<file path="src/rtl/muldiv_pkg.sv">
// rtl/muldiv_pkg.sv - shared op codes, FSM states and constants for the RV32M mul/div unit
package muldiv_pkg;
  localparam logic [2:0] OP_MUL    = 3'd0;
  localparam logic [2:0] OP_MULH   = 3'd1;
  localparam logic [2:0] OP_MULHSU = 3'd2;
  localparam logic [2:0] OP_MULHU  = 3'd3;
  localparam logic [2:0] OP_DIV    = 3'd4;
  localparam logic [2:0] OP_DIVU   = 3'd5;
  localparam logic [2:0] OP_REM    = 3'd6;
  localparam logic [2:0] OP_REMU   = 3'd7;

  typedef enum logic [1:0] {IDLE, CALC, FIX, DONE} state_t;

  localparam int CALC_CYCLES = 32;
  localparam int LATENCY     = 34;

  localparam logic [31:0] DIV0_Q  = 32'hFFFFFFFF;
  localparam logic [31:0] INT_MIN = 32'h80000000;
endpackage

</file>
<file path="src/rtl/muldiv_step.sv">
// rtl/muldiv_step.sv - one radix-2 iteration: shift-add multiply or restoring shift-subtract divide
module muldiv_step #(
  parameter int XLEN = 32
) (
  input  logic [2*XLEN-1:0] acc,
  input  logic [XLEN-1:0]   operand,
  input  logic              is_div,
  output logic [2*XLEN-1:0] acc_next,
  output logic              q_bit
);
  logic [XLEN:0] sum;
  logic [XLEN:0] diff;

  always_comb begin
    sum      = {1'b0, acc[2*XLEN-1:XLEN]} + {1'b0, operand};
    // Partial remainder shifted left by one, minus the divisor; the top bit is the borrow.
    diff     = acc[2*XLEN-1:XLEN-1] - {1'b0, operand};
    q_bit    = is_div && !diff[XLEN];
    acc_next = {1'b0, acc[2*XLEN-1:1]};
    if (is_div) begin
      if (!diff[XLEN]) acc_next = {diff[XLEN-1:0], acc[XLEN-2:0], 1'b0};
      else             acc_next = {acc[2*XLEN-2:0], 1'b0};
    end else if (acc[0]) begin
      acc_next = {sum, acc[XLEN-1:1]};
    end
  end
endmodule

</file>
<file path="src/rtl/muldiv_unit.sv">
// rtl/muldiv_unit.sv - iterative RV32M multiply/divide unit, FSM plus sign handling
// Optional MULDIV_EARLY_OUT_EN: divide-by-zero, signed overflow and zero multiplies skip CALC.
module muldiv_unit
  import muldiv_pkg::*;
#(
  parameter int XLEN = 32,
  parameter int OP_W = 3
) (
  input  logic            clk,
  input  logic            rst_n,
  input  logic            start,
  input  logic [OP_W-1:0] op,
  input  logic [XLEN-1:0] In_A,
  input  logic [XLEN-1:0] In_B,
  input  logic            kill,
  output logic            busy,
  output logic            done,
  output logic [XLEN-1:0] result
);
  localparam int CNT_W = $clog2(CALC_CYCLES);

  state_t            state, state_d;
  logic [CNT_W-1:0]  count;
  logic [2*XLEN-1:0] acc, step_acc, prod;
  logic              step_q;
  logic [XLEN-1:0]   opnd, a_q, mag_a, mag_b, fix_sel, fix_res;
  logic [OP_W-1:0]   op_q;
  logic              neg_q, div0_q, ovf_q;
  logic              a_signed, b_signed, a_neg, b_neg, neg_in, in_div0, in_ovf, early, accept;

  muldiv_step #(.XLEN(XLEN)) u_step (
    .acc      (acc),
    .operand  (opnd),
    .is_div   (op_q[OP_W-1]),
    .acc_next (step_acc),
    .q_bit    (step_q)
  );

  always_comb begin
    a_signed = (op == OP_MULH) || (op == OP_MULHSU) || (op == OP_DIV) || (op == OP_REM);
    b_signed = (op == OP_MULH) || (op == OP_DIV) || (op == OP_REM);
    a_neg    = a_signed && In_A[XLEN-1];
    b_neg    = b_signed && In_B[XLEN-1];
    mag_a    = a_neg ? -In_A : In_A;
    mag_b    = b_neg ? -In_B : In_B;
    // Remainder follows the dividend sign; products and quotients follow the sign product.
    neg_in   = (op == OP_REM) ? a_neg : (a_neg ^ b_neg);
    in_div0  = op[OP_W-1] && (In_B == '0);
    in_ovf   = ((op == OP_DIV) || (op == OP_REM)) && (In_A == INT_MIN) && (In_B == '1);
`ifdef MULDIV_EARLY_OUT_EN
    early    = op[OP_W-1] ? (in_div0 || in_ovf) : ((In_A == '0) || (In_B == '0));
`else
    early    = 1'b0;
`endif
    accept   = start && !kill && ((state == IDLE) || (state == DONE));
  end

  always_comb begin
    state_d = state;
    case (state)
      IDLE: if (accept) state_d = early ? FIX : CALC;
      CALC: begin
        if (kill)                                    state_d = IDLE;
        else if (count == CNT_W'(CALC_CYCLES - 1))   state_d = FIX;
      end
      FIX:  state_d = kill ? IDLE : DONE;
      DONE: state_d = accept ? (early ? FIX : CALC) : IDLE;
      default: state_d = IDLE;
    endcase
  end

  always_comb begin
    prod    = neg_q ? -acc : acc;
    fix_sel = op_q[1] ? acc[2*XLEN-1:XLEN] : acc[XLEN-1:0];
    if (!op_q[OP_W-1])  fix_res = (op_q == OP_MUL) ? prod[XLEN-1:0] : prod[2*XLEN-1:XLEN];
    else if (div0_q)    fix_res = op_q[1] ? a_q : DIV0_Q;
    else if (ovf_q)     fix_res = op_q[1] ? '0 : INT_MIN;
    else                fix_res = neg_q ? -fix_sel : fix_sel;
  end

  always_ff @(posedge clk or negedge rst_n) begin
    if (!rst_n) begin
      state  <= IDLE;
      count  <= '0;
      acc    <= '0;
      opnd   <= '0;
      a_q    <= '0;
      op_q   <= '0;
      neg_q  <= 1'b0;
      div0_q <= 1'b0;
      ovf_q  <= 1'b0;
      result <= '0;
    end else begin
      state <= state_d;
      if (accept) begin
        op_q   <= op;
        a_q    <= In_A;
        neg_q  <= neg_in;
        div0_q <= in_div0;
        ovf_q  <= in_ovf;
        count  <= '0;
        opnd   <= op[OP_W-1] ? mag_b : mag_a;
        // Multiply: low half holds the multiplier; divide: low half holds the dividend.
        acc    <= early ? '0 : {{XLEN{1'b0}}, (op[OP_W-1] ? mag_a : mag_b)};
      end else if (state == CALC) begin
        acc   <= step_acc | {{(2*XLEN-1){1'b0}}, step_q};
        count <= (state_d == CALC) ? count + 1'b1 : '0;
      end
      if ((state == FIX) && !kill) result <= fix_res;
    end
  end

  assign busy = (state == CALC) || (state == FIX);
  assign done = (state == DONE);
endmodule
</file>
<file path="config.mk">
export PLATFORM = sky130hd
export DESIGN_NAME = muldiv_unit
export DESIGN_NICKNAME = d
export VERILOG_FILES = /design/src/rtl/muldiv_pkg.sv /design/src/rtl/muldiv_step.sv /design/src/rtl/muldiv_unit.sv
export SDC_FILE = /design/constraint.sdc
export NUM_CORES = 1
export LEC_CHECK = 0
export ABC_AREA = 1
export BUFFER_PORTS_ARGS = -buffer_cell sky130_fd_sc_hd__buf_4
export CORE_MARGIN = 2
export CORE_UTILIZATION = 35
export DETAILED_ROUTE_END_ITERATION = 6
export HOLD_SLACK_MARGIN = 0.03
export PLACE_DENSITY = 0.62
export SYNTH_ARGS = -nofsm -noshare
export SYNTH_HDL_FRONTEND = slang
export SYNTH_SLANG_ARGS = --single-unit
</file>
<file path="constraint.sdc">
create_clock -name clk -period 3.17 [get_ports clk]
set_input_delay 0.1585 -clock clk [delete_from_list [all_inputs] [get_ports clk]]
set_output_delay 0.1585 -clock clk [all_outputs]
set_load 0.005 [all_outputs]
</file>
==> flow_summary.ini, run 1 <==
[run_status]
status = completed

[setup_path]
endpoint_kind = register
cp.arrival_ps = 3270
crit_path_top_delay_cell = fa_1
crit_buf_inv = 3
worst_path_most_repeated_cell = nand2_1
path_class = reg -> reg
crit_chain = inv_1 -> ha_1 -> fa_1 -> inv_1 -> nand3_1 -> nand2_1 -> nand2_1 -> nand2_1 -> nand2_1 -> nand2_1 -> nand2_1 -> nand2_1 -> nand2_1 -> nand2_2 -> buf_12 -> nand3_1 -> a22oi_1
cpLargestDelayFamily = simple AND/OR/NAND/NOR gates
cp.required_ps = 3590
worstSetupStartpointType = register
path_max_fanout = 26
worst_path_largest_cell_delay_ps = 420

[yosys]
ys_ff_latch = 173
synth.area.top_cells = nand2_1 (22%), dfrtp_1 (22%), nand3_1 (8.5%)
ys_types = 57
syn-num-nets = 3543
synth_top_area_share_pct = 22.4
synthCells = 3395
synth.avg_cell_area_um2 = 5.74
netlist_area_um2 = 19500
ys_seq_area_share_pct = 22.2
synthFlopType = dfrtp_1
synth_edf_count = 0
synth-warning-count = 0
synthArstFlopShare_pct = 100
synth_largest_area_cell = nand2_1

[finish]
drive_above_1_share_pct = 8.44
layout_commonest_cell = nand2_1
nets = 3656
fillers = 6153
postLayoutCellArea_um2 = 22400
fin_util_pct = 40.6
syn2layout_area_growth_pct = 14.8
layout_common_cells = nand2_1 (1,163), inv_1 (345), nand3_1 (333)

[clock_tree]
cts_tree = done
cts_sinks = 173
cts_setup_buffers = 0
htree_levels = 4
clkSlewWorstSetupHoldPaths_ps = 80
cts-root-buf = clkbuf_16
cts_buffers = 17
clock_path_buffers = 2
clk_latency_ps = 520

[floorplan]
ios = 105
start_util_pct = 35.4
dieArea_um2 = 57600
die_w_um = 240
die_height_um = 240
core_area_um2 = 55100
core.rowCount = 86

[pwr]
peakVddDrop_v = 0.000648
power_density_nw_per_um2 = 1110
leakage_nw = 11.0

[sta]
min_period_ps = 2860
worst_pin_slew_ps = 893
setup_tns_ps = 0
max_freq_mhz = 350
drv_slew = 0
min_period_over_period_pct = 90.1
hold_viol = 0
worst_slew_margin_rel_pct = 39.9
grt_setup_unrepaired = no
fin_worst_skew_ps = 21.4
setup_violations = 0

[routing]
drt.antenna.violating_nets = 0
drt_iter0_drc = 3274
dr.pass1.iters = 6
drc = 0
vias_per_cell = 5.57
wire_per_inst_um = 21.2
vias = 23800
wirelength_mm = 90.4

[placed_design]
placed_area_um2 = 21400
place_hpwl_mm = 72.2
place_congestion = 1.05
port_buffers = 104

[run]
drv_cap = 0

[grt]
grt_pass1_vias = 21700
overflow = 0
grt_max_degree = 104
grtUsageTotal_pct = 31.3
grt_pass1_wl_mm = 134
grt_antenna_before_repair = 0

[min_path]
min_path_type = in -> reg
## state kept, by name, summed over array words and instances, names as in the netlist
| name | count |
|---|---|
| acc | 64 |
| a_q | 32 |
| opnd | 32 |
| result | 32 |
| count | 5 |
| op_q | 3 |
| state | 2 |
| div0_q | 1 |
| neg_q | 1 |
| ovf_q | 1 |
## where the power goes
group | internal [mW] | leakage [nW] | switching, mW
logic | 5.70 | 8.52 | 12.6
registers | 3.18 | 2.16 | 1.13
clock network | 1.14 | 0.302 | 1.18
## metrics by stage
stage / instances / power (mW) / hold WS, ps / setup slack, ps
3_5_place_dp: 4200 / 21.9 / 259 / 357
6_report: 4271 / 24.9 / 66.0 / 315
2_1_floorplan: 3395 / 15.9 / -137 / 815
3_3_place_gp: 4200 / 22.0 / 264 / 420
5_1_grt: 4269 / 26.8 / 50.0 / 26.9
4_1_cts: 4269 / 24.4 / 42.6 / 325
## timing repair
action,4_1_cts,5_1_grt
hold endpoints to repair,116,0
endpoints found under the setup margin,0,3
hold buffers,37,0
gates resized for setup,0,1
## routing by layer
metal / vias to the layer above / share of wire, % / track usage, %
met5: - / 0 / 0
met4: 0 / 5.3 / 15.6
met3: 245 / 11 / 7.83
met2: 1365 / 42 / 46.3
met1: 10900 / 42 / 42.1
li1: 11300 / - / -
## cells in the mapped netlist (5+ instances only)
| master | number |
|---|---|
| or2_2 | 16 |
| o21bai_1 | 6 |
| nor2_1 | 333 |
| nand3_1 | 333 |
| xnor2_1 | 7 |
| nor4_1 | 8 |
| nand2_1 | 1163 |
| o21ai_0 | 253 |
| buf_1 | 11 |
| o21a_1 | 5 |
| inv_1 | 345 |
| a31oi_1 | 6 |
| buf_4 | 5 |
| o211ai_1 | 34 |
| o21ai_2 | 8 |
| nand2_2 | 17 |
| buf_6 | 8 |
| a22oi_1 | 13 |
| nor2_2 | 13 |
| xor2_1 | 70 |
| nand3b_1 | 19 |
| a21o_1 | 5 |
| nor3_1 | 30 |
| buf_2 | 23 |
| o21ai_1 | 16 |
| clkbuf_1 | 84 |
| ha_1 | 75 |
| a21oi_1 | 227 |
| dfrtp_1 | 173 |
| nand4_1 | 44 |
| inv_2 | 7 |
## kinds of logic after synthesis
| group | share of synthesized area, % |
|---|---|
| fa+ha+maj | 5.02 |
| flops | 22.2 |
| compound gates | 16.5 |
| xor+xnor | 3.46 |
| simple gates | 42.7 |
| buf+inv | 10.1 |
## worst reg2reg max path, cell delays in order (launching register included)
cell	delay [ps]
dfrtp_1	410
inv_1	80
ha_1	240
fa_1	420
inv_1	90
nand3_1	60
nand2_1	130
nand2_1	60
nand2_1	160
nand2_1	80
nand2_1	110
nand2_1	100
nand2_1	90
nand2_1	60
nand2_2	190
buf_12	210
nand3_1	110
a22oi_1	170
## worst paths after layout
path | from | to | slack (ps) | depth (start not counted)
max | acc[31] | acc[0] | 310 | 17
min | In_B[6] | opnd[6] | 70 | 4
max reg2reg | acc[31] | acc[0] | 310 | 17
min reg2reg | a_q[6] | a_q[6] | 480 | 2
max in group asynchronous | rst_n | acc[37] | 2090 | 3
min in group asynchronous | rst_n | result[23] | 230 | 2
## layout make-up
type | instances | area [um2] | share of cell area (%)
sequential | 173 | 4340 | 19.4
tap | 748 | 936 | 4.18
antenna | 2 | 5.00 | 0.0224
inverter | 355 | 1340 | 5.98
timing repair buffer | 227 | 1940 | 8.67
clock inverter | 15 | 193 | 0.861
clock buffer | 17 | 425 | 1.90
multi-input combinational | 2734 | 13200 | 59.0
(Power assumes the default switching activity.)
==> run 2: changes to the inputs <==
CAP_MARGIN = 15   (was not set)
CORE_MARGIN = not set   (was 2)
==> flow_summary.ini, run 2 (same netlist as run 1, synthesis figures left out) <==
[run_status]
status = finished, violations left
violations = DRC

[setup_path]
path_max_fanout = 19
cp.depth = 19
reg2reg_depth = 19
crit_buf_inv = 3
cp.arrival_ps = 3280
endpoint_kind = register
worst_path_largest_cell_delay_ps = 420
crit_path_top_delay_cell = fa_1
worst_path_most_repeated_cell = nand2_1
cpLargestDelayFamily = simple AND/OR/NAND/NOR gates
cp.required_ps = 3620
crit_chain = inv_1 -> ha_1 -> fa_1 -> inv_1 -> nand3_1 -> nand2_1 -> nand2_1 -> nand2_1 -> nand2_1 -> nand2_1 -> nand2_1 -> nand2_1 -> nand2_1 -> nand2_4 -> buf_12 -> nand2_1 -> nand3_1 -> nand2_1 -> nand2_1
worstSetupStartpointType = register
path_class = reg -> reg

[min_path]
min_path_type = in -> reg
hold_path_depth = 4

[finish]
fin_util_pct = 40.5
nets = 3658
largest_reg_flops = 64
regMostFlops = acc
layout_commonest_cell = nand2_1
drive_above_1_share_pct = 8.40
diodes = 0
fillers = 6181
layout_common_cells = nand2_1 (1,163), inv_1 (345), nand3_1 (333)
syn2layout_area_growth_pct = 14.5

[grt]
grt_antenna_before_repair = 1
grtUsageTotal_pct = 32.0
grt_max_degree = 77
grt_pass1_wl_mm = 135
grt_pass1_vias = 21500
overflow = 0

[clock_tree]
cts-root-buf = clkbuf_16
htree_levels = 4
clock_path_buffers = 2
cts_buffers = 17
cts_tree = done
clkSlewWorstSetupHoldPaths_ps = 80
cts_sinks = 173
clk_latency_ps = 520
cts_setup_buffers = 0

[sta]
worst_pin_slew_ps = 948
drv_slew = 0
setup_tns_ps = 0
grt_setup_unrepaired = no
setup_violations = 0
worst_slew_margin_rel_pct = 36.1
fin_worst_skew_ps = 15.2
hold_viol = 0
max_freq_mhz = 353
fin_ws_ps = 338
min_period_over_period_pct = 89.3
min_period_ps = 2830
whs_ps = 52.1

[routing]
drc = 1
drt.antenna.violating_nets = 0
drt_iter0_drc = 2889
vias_per_cell = 5.53
wirelength_mm = 91.4
dr.pass1.iters = 7
wire_per_inst_um = 21.4
vias = 23600

[pwr]
swShare_pct = 59.9
switchingPower_mw = 14.9
seqPwrFrac_pct = 17.2
power_density_nw_per_um2 = 1120
p_int_mw = 10.0
leakage_nw = 11.0
power_frac_comb_pct = 73.6
peakVddDrop_v = 0.000590
clkPwrFrac_pct = 9.2

[floorplan]
die_height_um = 238
dieArea_um2 = 56600
start_util_pct = 35.4
core.rowCount = 86
core_area_um2 = 55100
die_w_um = 238
ios = 105

[placed_design]
place_hpwl_mm = 73.2
place_congestion = 1.04
pre_cts_ws_ps = 290
port_buffers = 104

[run]
drv_cap = 0
run 2: final timing paths:
check	startpoint	end	slack [ps]
max in group asynchronous	rst_n	op_q[2]	2050
worst max register to register	acc[31]	acc[36]	340
worst min-delay path	In_B[4]	opnd[4]	50
min in group asynchronous	rst_n	result[27]	190
worst min register to register	a_q[9]	a_q[9]	470
worst max-delay path	acc[31]	acc[36]	340
run 2: area by class of cell:
type | instances | area [um2] | area share (%)
well taps | 748 | 936 | 4.19
flip-flops and latches | 173 | 4340 | 19.4
clock inverters | 15 | 170 | 0.762
clock buffers | 17 | 425 | 1.91
multi-input cells | 2734 | 13200 | 59.2
repair buffers | 229 | 1910 | 8.57
inverters | 355 | 1340 | 5.99
run 2: layer usage:
| layer | GRT usage [%] | vias to the layer above | wire (um) |
|---|---|---|---|
| met5 | 0 | - | 11 |
| met2 | 48.7 | 1275 | 39200 |
| met3 | 6.55 | 233 | 8920 |
| met4 | 14.4 | 2 | 4380 |
| met1 | 43.4 | 10800 | 38900 |
| li1 | - | 11300 | - |
run 2: timing repair:
action                     CTS  global route
hold endpoints to repair   102             0
setup endpoints to repair    0             1
gates resized for setup      0             1
hold buffers                40             0
run 2: power by group through the flow:
stage	sequential [mW]	combinational, mW	clock, mW
2_1_floorplan	3.87	12.0	0
3_3_place_gp	4.25	17.8	0
3_5_place_dp	4.26	17.7	0
4_1_cts	4.23	17.9	2.30
5_1_grt	4.35	20.0	2.36
6_report	4.29	18.3	2.28
run 2: worst register-to-register path, delay by kind of cell, from the launching register on:
kind	cells	cell delay (ps)
buffers and inverters	3	370
DFF	1	390
and+or+nand+nor	14	1320
adders and majority gates	2	670
run 2: metrics by stage:
stage | area (um2) | power [mW] | instances
after floorplan | 19500 | 15.9 | 3395
after detailed placement | 21300 | 22.0 | 4199
after global routing | 22300 | 26.7 | 4271
final | 22300 | 24.9 | 4271
after CTS | 22300 | 24.4 | 4271
after global placement | 21300 | 22.1 | 4199
